===== src/rtl/note_step_sequencer.sv =====
// rtl/note_step_sequencer.sv - timed step sequencer playing a note ROM as note-on/note-off events
//
// Walks a 2^N-entry note ROM (1-cycle read latency) in up, down or ping-pong
// order. Each step lasts step_ticks cycles. A note-on is emitted at the start
// of the step, and the matching note-off is emitted gate_ticks cycles after
// the step strobe. Events leave on a valid/ready handshake.
//
// Ports:
//   clk, reset             clock, asynchronous active-high reset
//   start, stop            single-cycle control pulses
//   mode                   0=up 1=down 2=ping-pong 3=up (sampled on start)
//   step_ticks, gate_ticks step period / gate length (sampled at step start)
//   rom_index              ROM address
//   rom_note, rom_velocity ROM read data, valid one cycle after rom_index
//   ev_valid, ev_ready     event handshake
//   ev_type                1=note-on, 0=note-off
//   ev_note, ev_velocity   event payload (velocity 0 on note-off)
//   playing                high while not idle
//   step_strobe            one-cycle pulse at each step start
module note_step_sequencer #(
  parameter int N  = 3,
  parameter int TW = 16
) (
  input  logic          clk,
  input  logic          reset,
  input  logic          start,
  input  logic          stop,
  input  logic [1:0]    mode,
  input  logic [TW-1:0] step_ticks,
  input  logic [TW-1:0] gate_ticks,
  output logic [N-1:0]  rom_index,
  input  logic [7:0]    rom_note,
  input  logic [7:0]    rom_velocity,
  output logic          ev_valid,
  input  logic          ev_ready,
  output logic          ev_type,
  output logic [7:0]    ev_note,
  output logic [7:0]    ev_velocity,
  output logic          playing,
  output logic          step_strobe
);

  typedef enum logic [2:0] {IDLE, FETCH, LOAD, ON, GATE, OFF, WAIT} state_t;
  state_t state, state_nx;

  localparam logic [N-1:0] IDX_MAX = '1;

  logic [N-1:0]  idx, idx_nx;
  logic          dir, dir_nx;      // ping-pong direction, 1 = descending
  logic [1:0]    mode_r;
  logic [TW-1:0] cnt, sp, gt;
  logic [7:0]    note_r, vel_r;
  logic          stop_pend;
  logic          stop_any;
  logic [TW-1:0] sp_m1, gate_lim;
  logic [TW:0]   cnt_p1;

  assign stop_any  = stop | stop_pend;
  assign sp_m1     = (sp == '0) ? '0 : sp - TW'(1);   // sp==0 behaves as 1
  assign gate_lim  = (gt < sp_m1) ? gt : sp_m1;
  // GATE looks one count ahead so the note-off is presented exactly when
  // cnt reaches the gate limit.
  assign cnt_p1    = {1'b0, cnt} + (TW+1)'(1);
  assign rom_index = idx;

  // Next index for the current traversal mode.
  always_comb begin
    idx_nx = idx;
    dir_nx = dir;
    case (mode_r)
      2'd1: idx_nx = idx - N'(1);
      2'd2: begin
        if (!dir) begin
          if (idx == IDX_MAX) begin
            idx_nx = idx - N'(1);
            dir_nx = 1'b1;
          end else begin
            idx_nx = idx + N'(1);
          end
        end else begin
          if (idx == '0) begin
            idx_nx = idx + N'(1);
            dir_nx = 1'b0;
          end else begin
            idx_nx = idx - N'(1);
          end
        end
      end
      default: idx_nx = idx + N'(1);
    endcase
  end

  always_comb begin
    state_nx    = state;
    ev_valid    = 1'b0;
    ev_type     = 1'b0;
    ev_note     = 8'd0;
    ev_velocity = 8'd0;
    step_strobe = 1'b0;
    playing     = (state != IDLE);
    case (state)
      IDLE:  if (start && !stop) state_nx = FETCH;
      FETCH: begin
        step_strobe = 1'b1;
        state_nx    = stop_any ? IDLE : LOAD;
      end
      LOAD: begin
        if (stop_any)                             state_nx = IDLE;
        else if (gt == '0 || rom_velocity == '0)  state_nx = WAIT;   // rest step
        else                                      state_nx = ON;
      end
      ON: begin
        ev_valid    = 1'b1;
        ev_type     = 1'b1;
        ev_note     = note_r;
        ev_velocity = vel_r;
        // A note-on already offered is never withdrawn; stop only skips GATE.
        if (ev_ready) state_nx = stop_any ? OFF : GATE;
      end
      GATE:  if (stop_any || cnt_p1 >= {1'b0, gate_lim}) state_nx = OFF;
      OFF: begin
        ev_valid = 1'b1;
        ev_note  = note_r;
        if (ev_ready) state_nx = stop_any ? IDLE : WAIT;
      end
      WAIT: begin
        if (stop_any)           state_nx = IDLE;
        else if (cnt >= sp_m1)  state_nx = FETCH;   // also covers stretched steps
      end
      default: state_nx = IDLE;
    endcase
  end

  always_ff @(posedge clk or posedge reset) begin
    if (reset) begin
      state     <= IDLE;
      idx       <= '0;
      dir       <= 1'b0;
      mode_r    <= 2'd0;
      cnt       <= '0;
      sp        <= '0;
      gt        <= '0;
      note_r    <= 8'd0;
      vel_r     <= 8'd0;
      stop_pend <= 1'b0;
    end else begin
      state     <= state_nx;
      stop_pend <= (state == IDLE) ? 1'b0 : (stop_pend | stop);

      if (state_nx == FETCH || state_nx == IDLE) cnt <= '0;
      else if (cnt != '1)                        cnt <= cnt + TW'(1);

      if (state == IDLE && state_nx == FETCH) begin
        mode_r <= mode;
        dir    <= 1'b0;
        idx    <= (mode == 2'd1) ? IDX_MAX : '0;
      end else if (state == WAIT && state_nx == FETCH) begin
        idx <= idx_nx;
        dir <= dir_nx;
      end

      if (state == FETCH) begin
        sp <= step_ticks;
        gt <= gate_ticks;
      end

      if (state == LOAD) begin
        note_r <= rom_note;
        vel_r  <= rom_velocity;
      end
    end
  end

endmodule


===== config.mk =====
export PLATFORM = sky130hd
export DESIGN_NAME = note_step_sequencer
export DESIGN_NICKNAME = d
export VERILOG_FILES = /design/src/rtl/note_step_sequencer.sv
export SDC_FILE = /design/constraint.sdc
export NUM_CORES = 1
export LEC_CHECK = 0
export ABC_AREA = 0
export CAP_MARGIN = 30
export CORE_ASPECT_RATIO = 0.75
export CORE_MARGIN = 10
export CORE_UTILIZATION = 56
export CTS_BUF_LIST = sky130_fd_sc_hd__clkbuf_8
export CTS_CLUSTER_DIAMETER = 40
export CTS_CLUSTER_SIZE = 20
export DETAILED_ROUTE_END_ITERATION = 8
export MAX_ROUTING_LAYER = met4
export PLACE_DENSITY = 0.89
export SYNTH_ARGS = -nofsm -noshare
export SYNTH_HDL_FRONTEND = slang
export SYNTH_SLANG_ARGS = --single-unit

===== constraint.sdc =====
create_clock -name clk -period 6.5 [get_ports clk]
set_clock_uncertainty 0.15 [all_clocks]
set_input_delay 1.3 -clock clk [delete_from_list [all_inputs] [get_ports clk]]
set_output_delay 1.3 -clock clk [all_outputs]
set_load 0.005 [all_outputs]

==> metrics.log, run 1 <==
INFO  metric yosys-top-cells-area = dfrtp_1 (37%), ha_1 (14%), mux2_2 (11%)
INFO  metric cts_tree = built
INFO  metric crit_path_top_delay_cell = a2111oi_2
INFO  metric cts_hold_repair.buffers = 0
INFO  metric stage_delay_of_the_slowest_cell_on_the_critical_path = 0.54 ns
INFO  metric syn-cell-area = 5050 um^2
INFO  metric slew_headroom = 0.484
INFO  metric power.total = 2.81 mW
INFO  metric grt_usage = 0.212
INFO  metric ir_drop = 0.000302 V
INFO  metric synth-seq-area-share = 0.367
INFO  metric routed_via_density = 5.97
INFO  metric dr.first_iter.drc_count = 264
INFO  metric worst-path-buf-inv = 3
INFO  metric crit_path_required_time = 6.59 ns
INFO  metric critical_path_peak_fanout = 16
INFO  metric ys_ff_latch = 74
INFO  metric clock_path_buffers = 2
INFO  metric top_level_ports = 78
INFO  metric grt_remaining_overflow = 0
INFO  metric route.detailed.wl_per_inst = 18.8 um
INFO  metric via_count = 4253
INFO  metric crit_top_cell = ha_1
INFO  metric synth.distinct_cells = 51
INFO  metric postRouteWirelength = 13.4 mm
INFO  metric number_of_antenna_violations_at_the_first_check_in_global_routing = 0
INFO  metric synth_fp_nets = 629
INFO  metric timing.hold.worst_path_depth = 1
INFO  metric post-synth-top-count-cell = dfrtp_1
INFO  metric yosysTopAreaCell = dfrtp_1
INFO  metric finalWeightedCongestion = 0.983
INFO  metric floorplan.initialDensity = 0.585
INFO  metric timing.critical_path.cells = inv_1 -> ha_1 -> or4b_4 -> and4b_2 -> nor2_1 -> inv_1 -> ha_1 -> a21o_1 -> a21o_1 -> a21oi_1 -> a2111oi_0 -> a211oi_4 -> buf_4 -> mux2_2 -> ha_1 -> nand3_1 -> nor4_1 -> a21oi_1 -> nand3_1 -> a2111oi_2 -> a31oi_2 -> mux2_2
INFO  metric final.fill_count = 590
INFO  metric first_pass_detailed_route_iteration_total = 8
INFO  metric setup-violations-final = 0
INFO  metric io_buffer_count = 77
INFO  metric synth.yosys.warnings = 0
INFO  metric slew_of_the_pin_with_the_lowest_slew_margin = 0.754 ns
INFO  metric syn_area_per_cell = 9.73 um^2
INFO  metric dieArea = 13300 um^2
INFO  metric clkSinkCount = 74
INFO  metric die_boundary_width = 130 um
INFO  metric timing.final.max_slew_violations = 0
INFO  metric report.final.hold_viol_count = 0
INFO  metric detail-route-antenna-nets = 0
INFO  metric min_to = note_r[7]$_DFFE_PP0N_
INFO  metric r2r-start = sp[0]$_DFFE_PP0P_
INFO  metric worst_hold_startpoint = note_r[7]$_DFFE_PP0N_
INFO  metric nets = 709
INFO  metric via_count_of_the_first_global_routing_pass = 4385
INFO  metric final_setup_tns = 0 ns
INFO  metric tritoncts.num_buffers = 9
INFO  metric critical_path.startpoint_type = flop
INFO  metric static_leakage = 2.92 nW
INFO  metric areaGrowthSynthToFinish = 22.9%
INFO  metric clock_pin_slew_reported_for_the_worst_setup_and_hold_paths_after_clock_tree_synthesis = 0.08 ns
INFO  metric setup.worst_path.class = flop to flop
INFO  metric grt_pass1_wl = 22.0 mm
INFO  metric detailedPlacementHpwl = 10.2 mm
INFO  metric post-route-min-period = 6.08 ns
INFO  metric asyncSetResetFlopFracSynth = 1.00
INFO  metric maxCapViolations = 0
INFO  metric cts_root_buffer = clkbuf_8
INFO  metric drt_drc_violations_left = 0
INFO  metric crit_path_end_kind = flop
INFO  metric reg2reg_slack = 0.42 ns
INFO  metric powerDensity = 453 nW/um^2
INFO  metric r2r.worst_path.cells = 22
INFO  metric crit_reg_reg_endpoint = rom_index[1]$_DFFE_PP0P_
INFO  metric synth_enable_flop_cells = 0
INFO  metric count_of_cell_instances_traversed_by_the_critical_path = 22
INFO  metric pin_count_of_the_biggest_net_entering_global_routing = 75
INFO  metric grt_setup_unrepaired = false
INFO  metric placeable_core_region = 8640 um^2
INFO  metric fp.dieH = 102 um
INFO  metric timing.fmax = 164 MHz
INFO  metric insertion_delay = 0.36 ns
INFO  metric ys_dominant_reg_cell = dfrtp_1
INFO  metric netlist.area_leader.share = 0.367
INFO  metric critical_path.top_delay_family = compound AO/OA/AOI/OAI gates
INFO  metric min-delay-path-class = flop to flop
INFO  metric syn_inst = 519
INFO  metric cts.htree.levels = 3
INFO  metric rows = 29
INFO  metric final_layout_size_suffix_gt1_frac = 0.141
INFO  metric timing.critical_path.arrival = 6.17 ns
INFO  metric antenna_cells = 0
INFO  metric ys_top_cells_by_count = dfrtp_1 (74), ha_1 (55), mux2_2 (50)
INFO  metric fin_crit_sh = 0.936
INFO  metric status = finished, final reports clean
-- kinds of logic (layout without fill, tap and decap cells) --
family | count (synthesis) | in the layout | synth area share
compound gates | 83 | 83 | 0.102
xor+xnor | 25 | 25 | 0.0433
fa+ha+maj | 55 | 55 | 0.136
buf+inv | 56 | 141 | 0.0433
flops | 74 | 74 | 0.367
mux | 65 | 65 | 0.141
simple gates | 161 | 161 | 0.168
-- registers in the layout (all words and copies together), names as in the netlist --
register,flops
stop_pend,1
mode_r,2
sp,16
rom_index,3
state,3
note_r,8
gt,16
vel_r,8
dir,1
cnt,16
-- metal layers --
layer | track usage | wire length, um | up-vias
li1 | - | - | 1995
met1 | 0.263 | 5970 | 2064
met2 | 0.336 | 6270 | 157
met3 | 0.0445 | 816 | 37
met4 | 0.0819 | 367 | 0
met5 | - | 0 | -
-- worst max path at each step --
stage | end | from | slack [ns]
4_1_cts | rom_index[1]$_DFFE_PP0P_ | sp[0]$_DFFE_PP0P_ | 0.38
5_1_grt | dir$_DFFE_PP0P_ | sp[0]$_DFFE_PP0P_ | 0.07
3_3_place_gp | rom_index[2]$_DFFE_PP0P_ | sp[0]$_DFFE_PP0P_ | 0.76
6_report | rom_index[1]$_DFFE_PP0P_ | sp[0]$_DFFE_PP0P_ | 0.42
3_5_place_dp | rom_index[1]$_DFFE_PP0P_ | sp[0]$_DFFE_PP0P_ | 0.47
2_1_floorplan | rom_index[1]$_DFFE_PP0P_ | sp[0]$_DFFE_PP0P_ | 1.04
-- layout make-up --
type / count / area, um^2 / share of cell area
multi-input combinational: 389 / 3000 / 0.483
sequential: 74 / 1850 / 0.298
inverter: 42 / 158 / 0.0254
clock buffer: 10 / 138 / 0.0222
timing repair buffer: 83 / 836 / 0.135
tap: 108 / 135 / 0.0218
clock inverter: 6 / 88.8 / 0.0143
-- power by group --
| part | switching [mW] | internal, mW |
|---|---|---|
| Combinational | 0.796 | 0.751 |
| Sequential | 0.211 | 0.648 |
| Clock | 0.179 | 0.227 |
-- repair_timing --
| item | in CTS | in global routing |
|---|---|---|
| buffers inserted | 0 | 0 |
| setup endpoints to repair | 0 | 4 |
| gates resized for setup | 0 | 3 |
-- layout by cell type, fill, tap and decap left out, types with 2 or more instances in the layout --
master | Yosys | final
and2_1 | 16 | 16
xor2_1 | 13 | 13
bufinv_16 | 0 | 2
or3_1 | 2 | 2
a21oi_1 | 32 | 32
nand2b_1 | 9 | 9
nand3_1 | 13 | 13
dfrtp_1 | 74 | 74
ha_1 | 55 | 55
clkinvlp_4 | 0 | 2
nor2b_1 | 5 | 5
a31oi_1 | 4 | 3
xnor2_1 | 12 | 12
buf_4 | 0 | 5
a21o_1 | 8 | 8
nor2_1 | 34 | 34
o21ai_0 | 22 | 22
a211oi_1 | 3 | 3
nand3b_1 | 2 | 2
nand4_1 | 10 | 10
clkdlybuf4s50_1 | 0 | 77
nor3_1 | 11 | 11
nor4_1 | 12 | 11
mux2i_1 | 15 | 15
mux2_2 | 50 | 50
inv_1 | 42 | 41
nand2_1 | 31 | 31
and3_1 | 6 | 6
or4_1 | 2 | 2
clkbuf_8 | 0 | 10
-- per-stage QoR --
| step | util | std cells | cell area (um^2) | hold WS, ns | setup WS, ns |
|---|---|---|---|---|---|
| 6_report | 0.719 | 712 | 6210 | 0.357 | 0.416 |
| 4_1_cts | 0.714 | 711 | 6170 | 0.358 | 0.382 |
| 3_3_place_gp | 0.687 | 694 | 5930 | 0.330 | 0.757 |
| 2_1_floorplan | - | 519 | 5050 | 0.322 | 1.04 |
| 5_1_grt | 0.719 | 712 | 6210 | 0.375 | 0.0681 |
| 3_5_place_dp | 0.688 | 695 | 5940 | 0.337 | 0.475 |
Note: power is estimated with default switching activity, not from simulation.
==> run 2, diff against run 1 <==
--- a/config.mk
+++ b/config.mk
@@ -6,7 +6,7 @@
 export NUM_CORES = 1
 export LEC_CHECK = 0
 export ABC_AREA = 0
-export CAP_MARGIN = 30
+export CAP_MARGIN = 20
 export CORE_ASPECT_RATIO = 0.75
 export CORE_MARGIN = 10
 export CORE_UTILIZATION = 56
==> metrics.log, run 2 (same netlist as run 1, synthesis figures left out) <==
INFO  metric status = finished, final reports clean (unchanged)
INFO  metric ir_drop = 0.000294 V (was 0.000302 V)
INFO  metric report.final.hold_viol_count = 0 (unchanged)
INFO  metric setup-violations-final = 0 (unchanged)
INFO  metric areaGrowthSynthToFinish = 22.1% (was 22.9%)
INFO  metric timing.hold.worst_path_depth = 1 (unchanged)
INFO  metric crit_reg_reg_endpoint = rom_index[1]$_DFFE_PP0P_ (unchanged)
INFO  metric cts_hold_repair.buffers = 0 (unchanged)
INFO  metric die_boundary_width = 130 um (unchanged)
INFO  metric fin_crit_sh = 0.952 (was 0.936)
INFO  metric dieArea = 13300 um^2 (unchanged)
INFO  metric timing.final.max_slew_violations = 0 (unchanged)
INFO  metric via_count = 4220 (was 4253)
INFO  metric grt_pass1_wl = 21.2 mm (was 22.0 mm)
INFO  metric power.total = 2.80 mW (was 2.81 mW)
INFO  metric placeable_core_region = 8640 um^2 (unchanged)
INFO  metric top_level_ports = 78 (unchanged)
INFO  metric via_count_of_the_first_global_routing_pass = 4231 (was 4385)
INFO  metric grt_usage = 0.205 (was 0.212)
INFO  metric timing.critical_path.cells = nor4_1 -> nand3_1 -> or4_1 -> a21oi_1 -> ha_1 -> a21o_1 -> a211oi_1 -> nor2_1 -> a211oi_4 -> buf_4 -> mux2_2 -> ha_1 -> nand3_1 -> nor4_1 -> a21oi_1 -> nand3_1 -> a2111oi_2 -> a31oi_1 -> mux2_2 (was inv_1 -> ha_1 -> or4b_4 -> and4b_2 -> nor2_1 -> inv_1 -> ha_1 -> a21o_1 -> a21o_1 -> a21oi_1 -> a2111oi_0 -> a211oi_4 -> buf_4 -> mux2_2 -> ha_1 -> nand3_1 -> nor4_1 -> a21oi_1 -> nand3_1 -> a2111oi_2 -> a31oi_2 -> mux2_2)
INFO  metric detailedPlacementHpwl = 10.2 mm (about the same)
INFO  metric crit_top_cell = nand3_1 (was ha_1)
INFO  metric r2r.worst_path.cells = 19 (was 22)
INFO  metric cts_tree = built (unchanged)
INFO  metric final_cell_mix = clkdlybuf4s50_1 (77), dfrtp_1 (74), ha_1 (55) (unchanged)
INFO  metric clkSinkCount = 74 (unchanged)
INFO  metric finalWeightedCongestion = 0.983 (unchanged)
INFO  metric maxCapViolations = 0 (unchanged)
INFO  metric post-route-min-period = 6.19 ns (was 6.08 ns)
INFO  metric floorplan.initialDensity = 0.585 (unchanged)
INFO  metric numPlacedInstances = 694 (was 695)
INFO  metric setup.worst_path.class = flop to flop (unchanged)
INFO  metric postRouteWirelength = 13.1 mm (was 13.4 mm)
INFO  metric worst_hold_startpoint = vel_r[6]$_DFFE_PP0N_ (was note_r[7]$_DFFE_PP0N_)
INFO  metric cts_root_buffer = clkbuf_8 (unchanged)
INFO  metric timing.critical_path.arrival = 6.28 ns (was 6.17 ns)
INFO  metric biggestRegsByFlops = cnt: 16 flops, gt: 16 flops, sp: 16 flops (unchanged)
INFO  metric slew_of_the_pin_with_the_lowest_slew_margin = 0.921 ns (was 0.754 ns)
INFO  metric critical_path.startpoint_type = flop (unchanged)
INFO  metric critical_path_peak_fanout = 16 (unchanged)
INFO  metric crit_path_end_kind = flop (unchanged)
INFO  metric pin_count_of_the_biggest_net_entering_global_routing = 75 (unchanged)
INFO  metric total_cell_area_at_the_placement_stage = 5930 um^2 (was 5940 um^2)
INFO  metric number_of_antenna_violations_at_the_first_check_in_global_routing = 0 (unchanged)
INFO  metric critical_path.top_delay_family = simple AND/OR/NAND/NOR gates (was compound AO/OA/AOI/OAI gates)
INFO  metric static_leakage = 2.90 nW (was 2.92 nW)
INFO  metric tritoncts.num_buffers = 9 (unchanged)
INFO  metric min_to = vel_r[6]$_DFFE_PP0N_ (was note_r[7]$_DFFE_PP0N_)
INFO  metric place_worst_setup_slack = 0.474 ns (was 0.475 ns)
INFO  metric cts.htree.levels = 3 (unchanged)
INFO  metric post_cts_setup_repair_bufs = 0 (unchanged)
INFO  metric worst-path-buf-inv = 1 (was 3)
INFO  metric grt_remaining_overflow = 0 (unchanged)
INFO  metric min-delay-path-class = flop to flop (unchanged)
INFO  metric leading_cell_type_in_the_layout_fill_and_taps_excluded = clkdlybuf4s50_1 (unchanged)
INFO  metric powerDensity = 454 nW/um^2 (was 453 nW/um^2)
INFO  metric timing.fmax = 162 MHz (was 164 MHz)
INFO  metric final_layout_size_suffix_gt1_frac = 0.136 (was 0.141)
INFO  metric slew_headroom = 0.386 (was 0.484)
INFO  metric clock_path_buffers = 2 (unchanged)
INFO  metric post_cts_resized = 0 (unchanged)
INFO  metric clock_pin_slew_reported_for_the_worst_setup_and_hold_paths_after_clock_tree_synthesis = 0.08 ns (about the same)
INFO  metric drt_drc_violations_left = 0 (unchanged)
INFO  metric route.detailed.wl_per_inst = 18.4 um (was 18.8 um)
INFO  metric crit_path_required_time = 6.59 ns (about the same)
INFO  metric r2r-start = sp[5]$_DFFE_PP0P_ (was sp[0]$_DFFE_PP0P_)
INFO  metric first_pass_detailed_route_iteration_total = 5 (was 8)
INFO  metric stdcell_count = 711 (was 712)
INFO  metric detail-route-antenna-nets = 0 (unchanged)
INFO  metric reg2reg_slack = 0.31 ns (was 0.42 ns)
INFO  metric routed_via_density = 5.94 (was 5.97)
INFO  metric hold_slack = 0.353 ns (was 0.357 ns)
INFO  metric fp.dieH = 102 um (unchanged)
INFO  metric rows = 29 (unchanged)
INFO  metric antenna_cells = 0 (unchanged)
INFO  metric postLayoutCellArea = 6170 um^2 (was 6210 um^2)
INFO  metric crit_path_top_delay_cell = nor4_1 (was a2111oi_2)
INFO  metric stage_delay_of_the_slowest_cell_on_the_critical_path = 0.67 ns (was 0.54 ns)
INFO  metric layout_setup_ws = 0.313 ns (was 0.416 ns)
INFO  metric io_buffer_count = 77 (unchanged)
INFO  metric dr.first_iter.drc_count = 317 (was 264)
INFO  metric nets = 708 (was 709)
INFO  metric insertion_delay = 0.36 ns (about the same)
[run 2: changes by cell type in the layout (fill, tap and decap cells not counted)]
cell / before / now
a31oi_1: 3 / 4
a31oi_2: 1 / 0
buf_16: 1 / 0
nor4_1: 11 / 12
nor4_2: 1 / 0
[run 2: cell type report]
cell class	count	area (um^2)
Clock inverter	6	88.8
Tap cell	108	135
Sequential cell	74	1850
Fill cell	602	2470
Clock buffer	10	138
Multi-Input combinational cell	389	2990
Timing Repair Buffer	82	808
Inverter	42	158
[run 2: routing by layer]
layer  up-vias  track usage  wire, um
met3        31       0.0414       801
met5         -            -         0
li1       2010            -         -
met4         0       0.0664       302
met2       156        0.320      6010
met1      2023        0.263      5950
[run 2: worst reg2reg max path, cell delays in order (launching register included)]
cell	delay, ns
dfrtp_1	0.46
nor4_1	0.68
nand3_1	0.26
or4_1	0.47
a21oi_1	0.43
ha_1	0.34
a21o_1	0.17
a211oi_1	0.24
nor2_1	0.11
a211oi_4	0.20
buf_4	0.29
mux2_2	0.37
ha_1	0.31
nand3_1	0.10
nor4_1	0.38
a21oi_1	0.12
nand3_1	0.13
a2111oi_2	0.08
a31oi_1	0.40
mux2_2	0.40
[run 2: power breakdown]
part	leakage, nW	internal (mW)	switching [mW]
clock network	0.109	0.227	0.181
registers	0.922	0.647	0.205
logic	1.87	0.749	0.788
[run 2: worst max-delay path by stage]
stage	slack, ns	startpoint	to	cells after the start
final	0.31	sp[5]$_DFFE_PP0P_	rom_index[1]$_DFFE_PP0P_	19
after global routing	-0.06	sp[5]$_DFFE_PP0P_	rom_index[1]$_DFFE_PP0P_	23
after CTS	0.45	sp[0]$_DFFE_PP0P_	rom_index[1]$_DFFE_PP0P_	22
after detailed placement	0.47	sp[0]$_DFFE_PP0P_	rom_index[1]$_DFFE_PP0P_	22
after global placement	0.76	sp[0]$_DFFE_PP0P_	rom_index[2]$_DFFE_PP0P_	22
after floorplan	1.04	sp[0]$_DFFE_PP0P_	rom_index[1]$_DFFE_PP0P_	21
[run 2: per-stage QoR]
stage,utilization,TNS (ns)
2_1_floorplan,-,0
3_3_place_gp,0.687,0
3_5_place_dp,0.687,0
4_1_cts,0.713,0
5_1_grt,0.714,-0.110
6_report,0.714,0
==> run 3, diff against run 2 <==
--- a/config.mk
+++ b/config.mk
@@ -9,13 +9,13 @@
 export CAP_MARGIN = 20
 export CORE_ASPECT_RATIO = 0.75
 export CORE_MARGIN = 10
-export CORE_UTILIZATION = 56
+export CORE_UTILIZATION = 53
 export CTS_BUF_LIST = sky130_fd_sc_hd__clkbuf_8
 export CTS_CLUSTER_DIAMETER = 40
 export CTS_CLUSTER_SIZE = 20
 export DETAILED_ROUTE_END_ITERATION = 8
 export MAX_ROUTING_LAYER = met4
-export PLACE_DENSITY = 0.89
+export PLACE_DENSITY = 0.85
 export SYNTH_ARGS = -nofsm -noshare
 export SYNTH_HDL_FRONTEND = slang
 export SYNTH_SLANG_ARGS = --single-unit
==> metrics.log, run 3 (same netlist as run 1, synthesis figures left out) <==
INFO  metric leading_cell_type_in_the_layout_fill_and_taps_excluded = clkdlybuf4s50_1 (unchanged)
INFO  metric drt_drc_violations_left = 0 (unchanged)
INFO  metric rows = 30 (was 29)
INFO  metric post_cts_setup_repair_bufs = 0 (unchanged)
INFO  metric via_count = 4115 (was 4220)
INFO  metric grt_usage = 0.188 (was 0.205)
INFO  metric dr.first_iter.drc_count = 281 (was 317)
INFO  metric timing.critical_path.cells = inv_1 -> ha_1 -> or4b_4 -> and4b_2 -> nor2_1 -> inv_1 -> ha_1 -> a21o_1 -> a21o_1 -> a21oi_1 -> a2111oi_0 -> a211oi_4 -> buf_4 -> mux2i_1 -> ha_1 -> a21oi_1 -> o21ai_0 -> a21oi_1 -> nand3_1 -> a2111oi_2 -> a31oi_1 -> mux2_2 (was nor4_1 -> nand3_1 -> or4_1 -> a21oi_1 -> ha_1 -> a21o_1 -> a211oi_1 -> nor2_1 -> a211oi_4 -> buf_4 -> mux2_2 -> ha_1 -> nand3_1 -> nor4_1 -> a21oi_1 -> nand3_1 -> a2111oi_2 -> a31oi_1 -> mux2_2)
INFO  metric crit_path_required_time = 6.60 ns (was 6.59 ns)
INFO  metric setup.worst_path.class = flop to flop (unchanged)
INFO  metric critical_path_peak_fanout = 14 (was 16)
INFO  metric cts.htree.levels = 3 (unchanged)
INFO  metric stage_delay_of_the_slowest_cell_on_the_critical_path = 0.50 ns (was 0.67 ns)
INFO  metric insertion_delay = 0.36 ns (about the same)
INFO  metric timing.final.max_slew_violations = 0 (unchanged)
INFO  metric post_cts_resized = 0 (unchanged)
INFO  metric maxCapViolations = 0 (unchanged)
INFO  metric areaGrowthSynthToFinish = 22.1% (about the same)
INFO  metric post-route-min-period = 5.99 ns (was 6.19 ns)
INFO  metric report.final.hold_viol_count = 0 (unchanged)
INFO  metric slew_of_the_pin_with_the_lowest_slew_margin = 1.08 ns (was 0.921 ns)
INFO  metric clkSinkCount = 74 (unchanged)
INFO  metric io_buffer_count = 77 (unchanged)
INFO  metric top_level_ports = 78 (unchanged)
INFO  metric static_leakage = 2.89 nW (was 2.90 nW)
INFO  metric detailedPlacementHpwl = 9.92 mm (was 10.2 mm)
INFO  metric hold_slack = 0.353 ns (about the same)
INFO  metric antenna_cells = 0 (unchanged)
INFO  metric placeable_core_region = 9160 um^2 (was 8640 um^2)
INFO  metric clock_pin_slew_reported_for_the_worst_setup_and_hold_paths_after_clock_tree_synthesis = 0.08 ns (about the same)
INFO  metric ir_drop = 0.000249 V (was 0.000294 V)
INFO  metric worst_hold_startpoint = note_r[2]$_DFFE_PP0N_ (was vel_r[6]$_DFFE_PP0N_)
INFO  metric slew_headroom = 0.279 (was 0.386)
INFO  metric dieArea = 13900 um^2 (was 13300 um^2)
INFO  metric final_layout_size_suffix_gt1_frac = 0.135 (was 0.136)
INFO  metric crit_start = sp[0]$_DFFE_PP0P_ (was sp[5]$_DFFE_PP0P_)
INFO  metric sequentialPowerShare = 0.311 (was 0.305)
INFO  metric clk_pwr_share = 0.137 (was 0.146)
INFO  metric crit_path_end_kind = flop (unchanged)
INFO  metric min-delay-path-class = flop to flop (unchanged)
INFO  metric floorplan.initialDensity = 0.552 (was 0.585)
INFO  metric fin_crit_sh = 0.922 (was 0.952)
INFO  metric tritoncts.num_buffers = 9 (unchanged)
INFO  metric route.detailed.wl_per_inst = 17.1 um (was 18.4 um)
INFO  metric p_switching = 1.15 mW (was 1.17 mW)
INFO  metric grt_remaining_overflow = 0 (unchanged)
INFO  metric detail-route-antenna-nets = 0 (unchanged)
INFO  metric routed_via_density = 5.64 (was 5.94)
INFO  metric final_cell_mix = clkdlybuf4s50_1 (77), dfrtp_1 (74), ha_1 (55) (unchanged)
INFO  metric die_boundary_width = 133 um (was 130 um)
INFO  metric clock_path_buffers = 2 (unchanged)
INFO  metric switching_share = 0.422 (was 0.419)
INFO  metric fp.dieH = 105 um (was 102 um)
INFO  metric nets = 707 (was 708)
INFO  metric first_pass_detailed_route_iteration_total = 4 (was 5)
INFO  metric grt_setup_unrepaired = false
INFO  metric status = finished, final reports clean (unchanged)
INFO  metric power.share.combinational = 0.552 (was 0.549)
INFO  metric cts_hold_repair.buffers = 0 (unchanged)
INFO  metric timing.critical_path.arrival = 6.09 ns (was 6.28 ns)
INFO  metric crit_path_top_delay_cell = or4b_4 (was nor4_1)
INFO  metric via_count_of_the_first_global_routing_pass = 4307 (was 4231)
INFO  metric setup-violations-final = 0 (unchanged)
INFO  metric timing.fmax = 167 MHz (was 162 MHz)
INFO  metric cts_root_buffer = clkbuf_8 (unchanged)
INFO  metric powerDensity = 444 nW/um^2 (was 454 nW/um^2)
INFO  metric critical_path.startpoint_type = flop (unchanged)
INFO  metric p_int = 1.58 mW (was 1.62 mW)
INFO  metric biggestRegsByFlops = cnt: 16 flops, gt: 16 flops, sp: 16 flops (unchanged)
INFO  metric pin_count_of_the_biggest_net_entering_global_routing = 75 (unchanged)
INFO  metric grt_pass1_wl = 21.1 mm (was 21.2 mm)
INFO  metric r2r-start = sp[0]$_DFFE_PP0P_ (was sp[5]$_DFFE_PP0P_)
INFO  metric final_setup_tns = 0 ns (unchanged)
INFO  metric finalWeightedCongestion = 0.928 (was 0.983)
INFO  metric cts_tree = built (unchanged)
INFO  metric number_of_antenna_violations_at_the_first_check_in_global_routing = 0 (unchanged)
INFO  metric postRouteWirelength = 12.5 mm (was 13.1 mm)
INFO  metric power.total = 2.74 mW (was 2.80 mW)
## run 3: changes by cell type in the layout (fill, tap and decap cells not counted)
cell / change
inv_6: +2
bufinv_16: -1
buf_4: -1
clkinv_2: -1
clkinv_4: +1
clkinvlp_4: -1
## run 3: critical path: cells and delay by family, from the launching register on
| kind | cells | cell delay [ns] |
|---|---|---|
| AOI/OAI and AO/OA | 10 | 2.34 |
| adders and majority gates | 3 | 0.75 |
| buffers and inverters | 3 | 0.46 |
| DFF | 1 | 0.43 |
| muxes | 2 | 0.54 |
| and+or+nand+nor | 4 | 1.20 |
## run 3: path summary, 6_finish.rpt
kind / end / slack, ns / cells past startpoint
setup / recovery: rom_index[2]$_DFFE_PP0P_ / 0.51 / 22
hold / removal: note_r[2]$_DFFE_PP0N_ / 0.35 / 1
setup reg to reg: rom_index[2]$_DFFE_PP0P_ / 0.51 / 22
hold reg to reg: note_r[2]$_DFFE_PP0N_ / 0.35 / 1
max in group asynchronous: cnt[0]$_DFFE_PP0P_ / 4.20 / 3
min in group asynchronous: note_r[5]$_DFFE_PP0N_ / 1.39 / 3
## run 3: metal layers
metal  vias up  part of all wire  global-route usage
li1       2010                 -                   -
met1      1958              0.47               0.235
met2       127              0.47               0.296
met3        20             0.053              0.0478
met4         0             0.014              0.0478
met5         -                 0                   -
## run 3: area by class of cell
cell class,instances,area [um^2]
clock inverter,6,72.6
sequential,74,1850
multi-input combinational,389,2990
inverter,42,158
tap,128,160
timing repair buffer,81,801
clock buffer,10,138
fill,755,2990
## run 3: power by group through the flow
stage / registers (mW) / logic [mW] / clock network [mW]
global route: 0.877 / 1.69 / 0.408
floorplan: 0.782 / 1.14 / 0
finish: 0.850 / 1.51 / 0.375
CTS: 0.844 / 1.50 / 0.386
global placement: 0.837 / 1.42 / 0
detailed placement: 0.853 / 1.49 / 0
## run 3: through the flow
stage,util,std cells,worst slack (ns),area [um^2]
4_1_cts,0.673,730,0.429,6170
2_1_floorplan,-,519,1.04,5050
5_1_grt,0.673,730,0.103,6170
3_3_place_gp,0.650,714,0.670,5960
3_5_place_dp,0.650,714,0.456,5960
6_report,0.673,730,0.508,6170
==> RTL edit (settings of run 2) <==
The parameter `TW` goes from 16 to 17.
--- a/src/rtl/note_step_sequencer.sv
+++ b/src/rtl/note_step_sequencer.sv
@@ -19,7 +19,7 @@
 //   step_strobe            one-cycle pulse at each step start
 module note_step_sequencer #(
   parameter int N  = 3,
-  parameter int TW = 16
+  parameter int TW = 17
 ) (
   input  logic          clk,
   input  logic          reset,
Ports: changed (resized gate_ticks and step_ticks); port bits go from 78 to 80. The function was not compared with the original's and may differ.
==> RTL edit against run 2 <==
- routed wire length grew 14%
- power grew 19%
- worst setup slack lost 0.16 ns
- sequential cell count grew 3
- count of clock-buffer cells in the layout shrank 1
- non-clock buffer count grew 18
- synthesized cell count grew 9.1%
- first-iteration DRC count grew 10%
- area after synthesis grew 9.8%
- maximum frequency shrank 2.5%
- final area grew 12%
- combinational power grew 34%
- critical endpoint is now rom_index[2]$_DFFE_PP0P_
- largest cell class unchanged
- largest power group unchanged
==> RTL edit: results <==
export IMPL_crit_family="simple AND/OR/NAND/NOR gates"
export IMPL_ir_drop_uv=272
export IMPL_wl_met2_mm=7.12
export IMPL_p_seq_share_pct=27.3
export IMPL_synth_async_reset_ratio_pct=100
export IMPL_dpl_worst_slack_ns=-0.370
export IMPL_p_leak_nw=3.07
export IMPL_report_final_slew_viol_count=0
export IMPL_port_buffers=79
export IMPL_stdcell_count=795
export IMPL_first_global_vias=4703
export IMPL_hold_class="reg2reg"
export IMPL_cts_buffers=9
export IMPL_tightest_slew_ns=0.966
export IMPL_wl_met3_um=980
export IMPL_cts_root_buffer="clkbuf_8"
export IMPL_synth_adder_area_share_pct=13.3
export IMPL_grt_use_met2_pct=32.8
export IMPL_grt_met1_usage_pct=26.6
export IMPL_hpwl_mm=11.3
export IMPL_cts_htree_levels=3
export IMPL_place_gp_congestion=0.998
export IMPL_max_stage_delay_ns=0.48
export IMPL_wire_per_inst_um=18.8
export IMPL_fill_cells=669
export IMPL_worstSkewPairLatency_ns=0.39
export IMPL_synth_cells=566
export IMPL_grt_pass1_wl_mm=23.8
export IMPL_wl_met1_mm=6.47
export IMPL_drt_vias_per_instance=5.97
export IMPL_antenna_found_initial=0
export IMPL_top_regs="cnt (17), gt (17), sp (17)"
export IMPL_synth_most_common_cell="dfrtp_1"
export IMPL_comb_cell_power_w=0.00206
export IMPL_highest_layer="met4"
export IMPL_met3_usage_pct=4.99
export IMPL_seq_area_frac_synth_pct=34.7
export IMPL_post_cts_resized=5
export IMPL_synth_common_cells="dfrtp_1, ha_1, nor2_1, nand2_1, mux2_2"
export IMPL_synthMuxAreaShare_pct=11.5
export IMPL_critPathArrivalTime_ns=6.48
export IMPL_synth_area_leaders="dfrtp_1, ha_1, mux2_2, xnor2_1, nor2_1"
export IMPL_synth_distinct_cells=62
export IMPL_synth_xor_area_share_pct=6.48
export IMPL_drive_gt1_share_pct=21.4
export IMPL_p_int_w=0.00184
export IMPL_nets=774
export IMPL_detail_route_iter0_violations=350
export IMPL_crit_slowest_cell="or4b_4"
export IMPL_synth_compound_area_share_pct=12.1
export IMPL_grtUsageTotal_pct=21.2
export IMPL_status="finished clean"
export IMPL_grt_max_degree=78
export IMPL_syn_num_nets=682
export IMPL_antenna_cells=0
export IMPL_p_switching_w=0.00149
export IMPL_crit_path_max_fanout=9
export IMPL_drc=0
export IMPL_placed_area_um2=6500
[RTL edit: changes by cell type in the layout (fill, tap and decap cells not counted), sizes merged, moves of 10 or more]
cell   delta
mux2i    -10
inv      -24
buf      +15
xnor2    +12
nand2    +18
nor2     +31
[RTL edit: worst paths after layout]
kind / startpoint / end / slack [ns] / depth (start not counted)
max: sp[1]$_DFFE_PP0P_ / rom_index[2]$_DFFE_PP0P_ / 0.15 / 26
min: vel_r[3]$_DFFE_PP0P_ / vel_r[3]$_DFFE_PP0P_ / 0.36 / 1
max reg2reg: sp[1]$_DFFE_PP0P_ / rom_index[2]$_DFFE_PP0P_ / 0.15 / 26
min reg2reg: vel_r[3]$_DFFE_PP0P_ / vel_r[3]$_DFFE_PP0P_ / 0.36 / 1
max in group asynchronous: reset / cnt[3]$_DFFE_PP0P_ / 4.20 / 3
min in group asynchronous: reset / vel_r[3]$_DFFE_PP0P_ / 1.36 / 3
[RTL edit: final cells by class]
class                      instances  area, um^2  share of cell area, %
multi-input combinational        455        3550                   51.5
clock inverter                     7        65.1                  0.943
tap                              132         165                   2.39
inverter                          15        56.3                  0.816
sequential                        77        1930                   27.9
clock buffer                       9         124                   1.79
timing repair buffer             100        1010                   14.6
[RTL edit: through the flow]
stage / hold WS (ns) / util, %
floorplan: 0.322 / -
global placement: 0.331 / 67.2
detailed placement: 0.340 / 67.3
CTS: 0.362 / 69.9
global route: 0.372 / 71.5
finish: 0.358 / 71.5
[RTL edit: cells by family (layout without fill, tap and decap cells)]
logic type               after synthesis  count (layout)
AO/OA/AOI/OAI                         93              93
XOR/XNOR                              41              41
adder cells (fa/ha/maj)               59              59
buffers and inverters                 34             131
flip-flops                            77              77
multiplexers                          57              57
AND/OR/NAND/NOR                      205             205
